===== src/rtl/geofence_feeder.sv =====
// Ping-pong frame buffer feeding the geofence point-in-polygon engine.
// Replays each complete frame one point per cycle and forwards the engine result.
module geofence_feeder #(
    parameter int unsigned NPTS    = 9,
    parameter int unsigned CW      = 10,
    parameter int unsigned TIMEOUT = 64
) (
    input  logic          clk,
    input  logic          reset,
    input  logic          in_valid,
    output logic          in_ready,
    input  logic [CW-1:0] in_x,
    input  logic [CW-1:0] in_y,
    output logic          fence_rst,
    output logic [CW-1:0] fence_x,
    output logic [CW-1:0] fence_y,
    input  logic          fence_valid,
    input  logic          fence_inside,
    output logic          res_valid,
    output logic          res_inside,
    output logic          err_timeout
);

    localparam int unsigned IW = (NPTS > 1) ? $clog2(NPTS) : 1;
    localparam int unsigned TW = (TIMEOUT > 1) ? $clog2(TIMEOUT) : 1;
    localparam logic [IW-1:0] LastIdx = IW'(NPTS - 1);
    localparam logic [TW-1:0] LastCnt = TW'(TIMEOUT - 1);

    typedef enum logic [1:0] {StHold, StSend, StWait} state_e;

    state_e        state_q, state_d;
    logic [CW-1:0] mem_x [2][NPTS];
    logic [CW-1:0] mem_y [2][NPTS];
    logic [1:0]    full_q, full_d;
    logic          wbank_q, wbank_d;
    logic          rbank_q, rbank_d;
    logic [IW-1:0] widx_q, widx_d;
    logic [IW-1:0] ridx_q, ridx_d;
    logic [TW-1:0] cnt_q, cnt_d;
    logic          fence_rst_d;
    logic [CW-1:0] fence_x_d, fence_y_d;
    logic          res_valid_d, res_inside_d, err_timeout_d;
    logic          wr_en;

    assign in_ready = !full_q[wbank_q] && !reset;
    assign wr_en    = in_valid && in_ready;

    always_comb begin
        state_d       = state_q;
        full_d        = full_q;
        wbank_d       = wbank_q;
        rbank_d       = rbank_q;
        widx_d        = widx_q;
        ridx_d        = ridx_q;
        cnt_d         = cnt_q;
        fence_rst_d   = fence_rst;
        fence_x_d     = fence_x;
        fence_y_d     = fence_y;
        res_valid_d   = 1'b0;
        res_inside_d  = res_inside;
        err_timeout_d = err_timeout;

        if (wr_en) begin
            if (widx_q == LastIdx) begin
                full_d[wbank_q] = 1'b1;
                wbank_d         = !wbank_q;
                widx_d          = '0;
            end else begin
                widx_d = widx_q + 1'b1;
            end
        end

        // Writes only target a non-full bank and egress only frees a full one,
        // so the set and clear above/below never hit the same bank.
        unique case (state_q)
            StHold: begin
                if (full_q[rbank_q]) begin
                    state_d     = StSend;
                    ridx_d      = '0;
                    fence_rst_d = 1'b0;
                    fence_x_d   = mem_x[rbank_q][0];
                    fence_y_d   = mem_y[rbank_q][0];
                end else begin
                    fence_rst_d = 1'b1;
                end
            end
            StSend: begin
                if (ridx_q == LastIdx) begin
                    state_d = StWait;
                    cnt_d   = '0;
                end else begin
                    ridx_d    = ridx_q + 1'b1;
                    fence_x_d = mem_x[rbank_q][ridx_d];
                    fence_y_d = mem_y[rbank_q][ridx_d];
                end
            end
            StWait: begin
                if (fence_valid) begin
                    // fence_rst stays low through the pulse cycle; HOLD decides next edge.
                    res_valid_d     = 1'b1;
                    res_inside_d    = fence_inside;
                    full_d[rbank_q] = 1'b0;
                    rbank_d         = !rbank_q;
                    state_d         = StHold;
                end else if (cnt_q == LastCnt) begin
                    err_timeout_d   = 1'b1;
                    fence_rst_d     = 1'b1;
                    full_d[rbank_q] = 1'b0;
                    rbank_d         = !rbank_q;
                    state_d         = StHold;
                end else begin
                    cnt_d = cnt_q + 1'b1;
                end
            end
            default: state_d = StHold;
        endcase
    end

    always_ff @(posedge clk) begin
        if (reset) begin
            state_q     <= StHold;
            full_q      <= '0;
            wbank_q     <= 1'b0;
            rbank_q     <= 1'b0;
            widx_q      <= '0;
            ridx_q      <= '0;
            cnt_q       <= '0;
            fence_rst   <= 1'b1;
            fence_x     <= '0;
            fence_y     <= '0;
            res_valid   <= 1'b0;
            res_inside  <= 1'b0;
            err_timeout <= 1'b0;
        end else begin
            state_q     <= state_d;
            full_q      <= full_d;
            wbank_q     <= wbank_d;
            rbank_q     <= rbank_d;
            widx_q      <= widx_d;
            ridx_q      <= ridx_d;
            cnt_q       <= cnt_d;
            fence_rst   <= fence_rst_d;
            fence_x     <= fence_x_d;
            fence_y     <= fence_y_d;
            res_valid   <= res_valid_d;
            res_inside  <= res_inside_d;
            err_timeout <= err_timeout_d;
        end
    end

    always_ff @(posedge clk) begin
        if (wr_en) begin
            mem_x[wbank_q][widx_q] <= in_x;
            mem_y[wbank_q][widx_q] <= in_y;
        end
    end

endmodule


===== config.mk =====
export PLATFORM = sky130hd
export DESIGN_NAME = geofence_feeder
export DESIGN_NICKNAME = d
export VERILOG_FILES = /design/src/rtl/geofence_feeder.sv
export SDC_FILE = /design/constraint.sdc
export NUM_CORES = 1
export LEC_CHECK = 0
export CAP_MARGIN = 20
export CORE_ASPECT_RATIO = 0.8
export CORE_MARGIN = 2
export CORE_UTILIZATION = 55
export CTS_CLUSTER_DIAMETER = 60
export DETAILED_ROUTE_END_ITERATION = 8
export GPL_ROUTABILITY_DRIVEN = 0
export GPL_TIMING_DRIVEN = 0
export PLACE_DENSITY_LB_ADDON = 0.05
export SYNTH_ARGS = -nofsm -noshare
export SYNTH_HDL_FRONTEND = slang
export SYNTH_SLANG_ARGS = --single-unit

===== constraint.sdc =====
create_clock -name clk -period 2.6 [get_ports clk]
set_clock_uncertainty 0.2 [all_clocks]
set_input_delay 0.52 -clock clk [delete_from_list [all_inputs] [get_ports clk]]
set_output_delay 0.52 -clock clk [all_outputs]
set_load 0.02 [all_outputs]

==> results.cfg, run 1 <==
[pwr]
p_leak_nw = 6.16
power_mw = 12.9
power_density_nw_per_um2 = 657
ir_drop_mv = 0.548

[finish]
final_cell_count_no_fill = 1516
drive_above_1_share = 0.232
final_area_um2 = 19700
multi_input_area_um2 = 4560
most-common-layout-cells = 360 x edfxtp_1, 88 x mux2i_1, 53 x a21oi_1
fill_cells = 1955
area_growth_pct = 20.9
final_nets = 1137
post-route-util = 0.674
regArea_um2 = 11700
final_common_cell = edfxtp_1

[cts]
clock_sinks = 405
ctsHtreeMaxLevel = 2
cts_hold_buf = 0
numCtsBuffers = 41
clockBufferDepth = 3
clk_latency_ns = 0.55
tritoncts = built
cts-root-buf = clkbuf_16
clkTransAtPathRegs_ns = 0.06

[worst_setup_path]
slowest_delay_ns = 0.75
crit_slowest_cell = nor2_4
cp.required_ns = 2.64
r2r_slack_ns = -0.06
cp_cell_sequence = clkbuf_2 > nand3b_1 > nor2_4 > buf_16
crit_path_start_kind = flip-flop
worstReg2RegEnd = mem_y[1][47]
critPathKind = flip-flop to flip-flop
crit_fanout = 11
reg2reg_depth = 4
arrival_ns = 2.70
r2r-start = widx_q[2]
crit_path_end_kind = flip-flop

[synth]
yosysTopAreaCell = edfxtp_1
ys_ff_latch = 405
synth_area_um2 = 16300
synth.distinct_cells = 59
synth_flop_cell = edfxtp_1
synth_edf_count = 360
netlist.area_leader.share = 0.664
async_flop_share = 0
mappedNetlistNets = 980
yosys_warnings = 0
synth_area_per_cell_um2 = 17.2
synth-seq-area-share = 0.720
postSynthCellCount = 948
synth_area_leaders = edfxtp_1 66%, dfxtp_1 5.5%, mux2i_1 5.5%

[routing]
avgViaCountPerCell = 6.34
drt-total-wl_um = 44200
via_count = 9608
initialDrtViolationCount = 1149
antenna_left = 0
drcViolationCount = 0
drtPass1Iterations = 5
wl_per_cell_um = 29.1

[global_route]
grt_overflow = 0
grt_usage = 0.274
grt_pass1_wl_um = 59200
antenna_found_initial = 0
grt_max_degree = 21
grt_pass1_vias = 8678

[outcome]
outcome = finished, violations left
violations = negative setup slack

[die]
dieArea_um2 = 31000
die_width_um = 196
pin_count = 50
die_h_um = 158
core_area_um2 = 29200
initial_core_util = 0.557
rows = 56

[sta]
fin_hold_ws_ns = 0.207
rsz0062_at_grt = yes
hold_violations = 0
max_slew_margin = 0.243
period_share = 1.02
setup_viol = 10
fin_crit_ns = 2.66
fin_setup_tns_ns = -0.510
tightest_slew_ns = 1.13
max_freq_ghz = 0.376
fin_ws_ns = -0.0583
drv_slew = 0

[flow_run]
maxCapViolCount = 0

[placed_design]
dpl_cell_area_um2 = 17500
place.port_buffers = 48
dp_slack_ns = -1.12
place_inst = 1378
hpwl_um = 24600

[min_path]
min_path_cells = 2
worstHoldStart = reset
hold_end = state_q[0]
min_path_type = input port to flip-flop
## critical path: cells and delay by family, from the launching register on
| family | cells | cell delay (ns) |
|---|---|---|
| AND/OR/NAND/NOR | 2 | 1.41 |
| flip-flops | 1 | 0.30 |
| buffers and inverters | 2 | 0.42 |
## kinds of logic after synthesis
| group | after synthesis | share of synthesized area |
|---|---|---|
| AOI/OAI and AO/OA | 164 | 0.0704 |
| xor gates and xnor gates | 13 | 0.00746 |
| adders and majority gates | 7 | 0.00538 |
| buffers and inverters | 62 | 0.0250 |
| DFF | 405 | 0.720 |
| muxes | 148 | 0.128 |
| and+or+nand+nor | 149 | 0.0444 |
## per-layer routing
metal | up-vias | GRT usage | share of wire
met5 | - | 0 | 0
met4 | 0 | 0.0996 | 0.033
met3 | 103 | 0.0556 | 0.094
met2 | 502 | 0.417 | 0.45
met1 | 4861 | 0.398 | 0.43
li1 | 4142 | - | -
## how the worst max path moves through the flow
stage / start / slack (ns) / end / cells after the start
floorplan: reset / -0.06 / mem_x[1][10] / 6
global placement: in_valid / -1.62 / mem_x[1][32] / 5
detailed placement: ridx_q[0] / -1.12 / fence_y[9] / 9
CTS: wbank_q / -0.18 / mem_y[0][32] / 6
global route: widx_q[2] / -0.15 / mem_y[1][42] / 4
finish: widx_q[2] / -0.06 / mem_y[1][47] / 4
## synthesized netlist by cell type (all sizes together) (8+ instances only)
library cell / count
nand2: 24
o221ai: 8
o22ai: 9
dfxtp: 45
xor2: 8
a21oi: 53
nor3: 20
nand3: 11
a31oi: 8
a22o: 8
buf: 37
a22oi: 40
mux2i: 90
nor2: 61
mux2: 14
edfxtp: 360
and2: 8
mux4: 44
clkbuf: 18
## power breakdown
part / switching, mW / internal [mW] / total (mW)
sequential: 0.0101 / 7.11 / 7.12
combinational: 0.159 / 0.0671 / 0.226
clock: 2.38 / 3.22 / 5.60
## cell type report
cell class / instances / share of cell area
clock inverter: 4 / 0.00133
timing repair buffer: 104 / 0.0610
multi-input combinational: 493 / 0.232
clock buffer: 72 / 0.0627
antenna: 1 / 0.000127
buffer: 53 / 0.0226
tap: 377 / 0.0240
inverter: 7 / 0.00153
sequential: 405 / 0.595
## sequential cells by signal, summed over array words and instances, names as in the netlist, named ones only
signal,cells
fence_rst,1
err_timeout,1
rbank_q,1
mem_x,180
fence_x,10
ridx_q,4
res_valid,1
wbank_q,1
widx_q,4
fence_y,10
mem_y,180
full_q,2
cnt_q,6
state_q,2
res_inside,1
## repair_timing
| item | in CTS | in global routing |
|---|---|---|
| pin swaps | 14 | 21 |
| setup endpoints to repair | 319 | 191 |
| resized for setup | 51 | 21 |
| endpoints found under the hold margin | 0 | 0 |
| cloned | 4 | 8 |
| setup buffers | 21 | 30 |
Note: power is estimated with default switching activity, not from simulation.
==> run 2: changes to the inputs <==
- clock period: 2.6 -> 2.81 ns (I/O delays scaled with it)
==> results.cfg, run 2 (synthesized netlist as in run 1, its figures left out) <==
[outcome]
outcome = finished, final reports clean

[cts]
cts-root-buf = clkbuf_16
numCtsBuffers = 41
ctsHtreeMaxLevel = 2
cts_hold_buf = 0
clk_latency_ns = 0.54
clock_sinks = 405
clkTransAtPathRegs_ns = 0.06
clockBufferDepth = 3
tritoncts = built

[finish]
fill_cells = 2002
final_common_cell = edfxtp_1
most-common-layout-cells = 360 x edfxtp_1, 88 x mux2i_1, 53 x a21oi_1
largest_registers = mem_x: 180 flops, mem_y: 180 flops
area_growth_pct = 17.7
drive_above_1_share = 0.196
final_nets = 1080
final_area_um2 = 19200
n_antenna_cell = 0

[worst_setup_path]
crit_path_start_kind = flip-flop
crit_path_end_kind = flip-flop
slowest_delay_ns = 0.38
crit_fanout = 10
arrival_ns = 3.02
crit_slowest_cell = dfxtp_1
cp.required_ns = 3.10
cp_cell_sequence = buf_6 > buf_8 > clkinvlp_4 > ha_4 > buf_4 > and2_1 > buf_2 > a22oi_1 > a21oi_1 > o21a_1
critPathKind = flip-flop to flip-flop

[pwr]
power_frac_clock = 0.454
seqPwrFrac = 0.530
p_switching_mw = 2.37
ir_drop_mv = 0.489
swShare = 0.191
internal_power_mw = 10.1
p_leak_nw = 5.95
pwr-share-comb = 0.016
power_density_nw_per_um2 = 648
power_mw = 12.4

[die]
pin_count = 50
core_area_um2 = 29200
rows = 56
die_width_um = 196
dieArea_um2 = 31000
initial_core_util = 0.557
die_h_um = 158

[routing]
drcViolationCount = 0
antenna_left = 0
initialDrtViolationCount = 900
drtPass1Iterations = 7
wl_per_cell_um = 27.8
via_count = 9159
drt-total-wl_um = 40500
avgViaCountPerCell = 6.29

[flow_run]
maxCapViolCount = 0

[sta]
period_share = 0.972
setup_viol = 0
drv_slew = 0
tightest_slew_ns = 0.930
hold_violations = 0
max_freq_ghz = 0.366
max_slew_margin = 0.379
rsz0062_at_grt = no
fin_crit_ns = 2.73
fin_hold_ws_ns = 0.227
fin_setup_tns_ns = 0

[min_path]
min_path_type = input port to flip-flop

[placed_design]
hpwl_um = 25100
place.port_buffers = 48
dpl_cell_area_um2 = 17600

[global_route]
grt_overflow = 0
grt_max_degree = 21
grt_pass1_vias = 8826
grt_pass1_wl_um = 58200
antenna_found_initial = 0
grt_usage = 0.268
-- run 2: cell types whose count changed in the layout (fill, tap and decap cells not counted), sizes merged --
cell      delta
diode        -1
clkbuf      -15
bufinv       +5
buf         -44
nor2        -12
clkinv       +7
clkinvlp     +1
-- run 2: worst paths after layout --
kind	cells after the start	end	startpoint	slack (ns)
worst max register to register	10	fence_x[1]	ridx_q[0]	0.08
worst min register to register	2	res_inside	res_inside	0.25
worst max-delay path	10	fence_x[1]	ridx_q[0]	0.08
worst min-delay path	2	state_q[0]	reset	0.23
-- run 2: repair_timing --
action | 4_1_cts | 5_1_grt
resized for setup | 40 | 16
endpoints found under the setup margin | 176 | 168
pin swaps | 1 | 6
hold endpoints to repair | 0 | 0
buffers inserted | 1 | 2
-- run 2: critical path, delay by kind of cell (launching register included) --
kind	cells	cell delay, ns
DFF	1	0.38
buffers and inverters	5	1.06
AOI/OAI and AO/OA	3	0.53
and+or+nand+nor	1	0.14
adders and majority gates	1	0.36
-- run 2: routing by layer --
layer	GRT usage	part of all wire
met2	0.418	0.46
met3	0.0582	0.089
met4	0.0761	0.022
met5	0	0
met1	0.385	0.43
-- run 2: final cells by class --
type | instances | area [µm²] | area share
flip-flops and latches | 405 | 11700 | 0.611
inverters | 7 | 30.0 | 0.00157
repair buffers | 59 | 709 | 0.0370
clock inverters | 17 | 214 | 0.0112
clock buffers | 58 | 1190 | 0.0622
multi-input cells | 481 | 4400 | 0.230
well taps | 377 | 472 | 0.0246
plain buffers | 53 | 429 | 0.0224
-- run 2: metrics by stage --
step	std cells	util	worst slack (ns)
after global placement	1373	0.590	-1.48
final	1457	0.656	0.0785
after CTS	1456	0.653	-0.0437
after global routing	1457	0.656	0.00665
after floorplan	948	-	0.0990
after detailed placement	1381	0.601	-1.39
-- run 2: power by group through the flow --
stage	logic [mW]	registers, mW	clock network (mW)
3_3_place_gp	0.184	6.71	0
2_1_floorplan	0.0573	6.71	0
6_report	0.194	6.59	5.64
5_1_grt	0.212	6.58	5.94
3_5_place_dp	0.192	6.71	0
4_1_cts	0.193	6.58	5.71
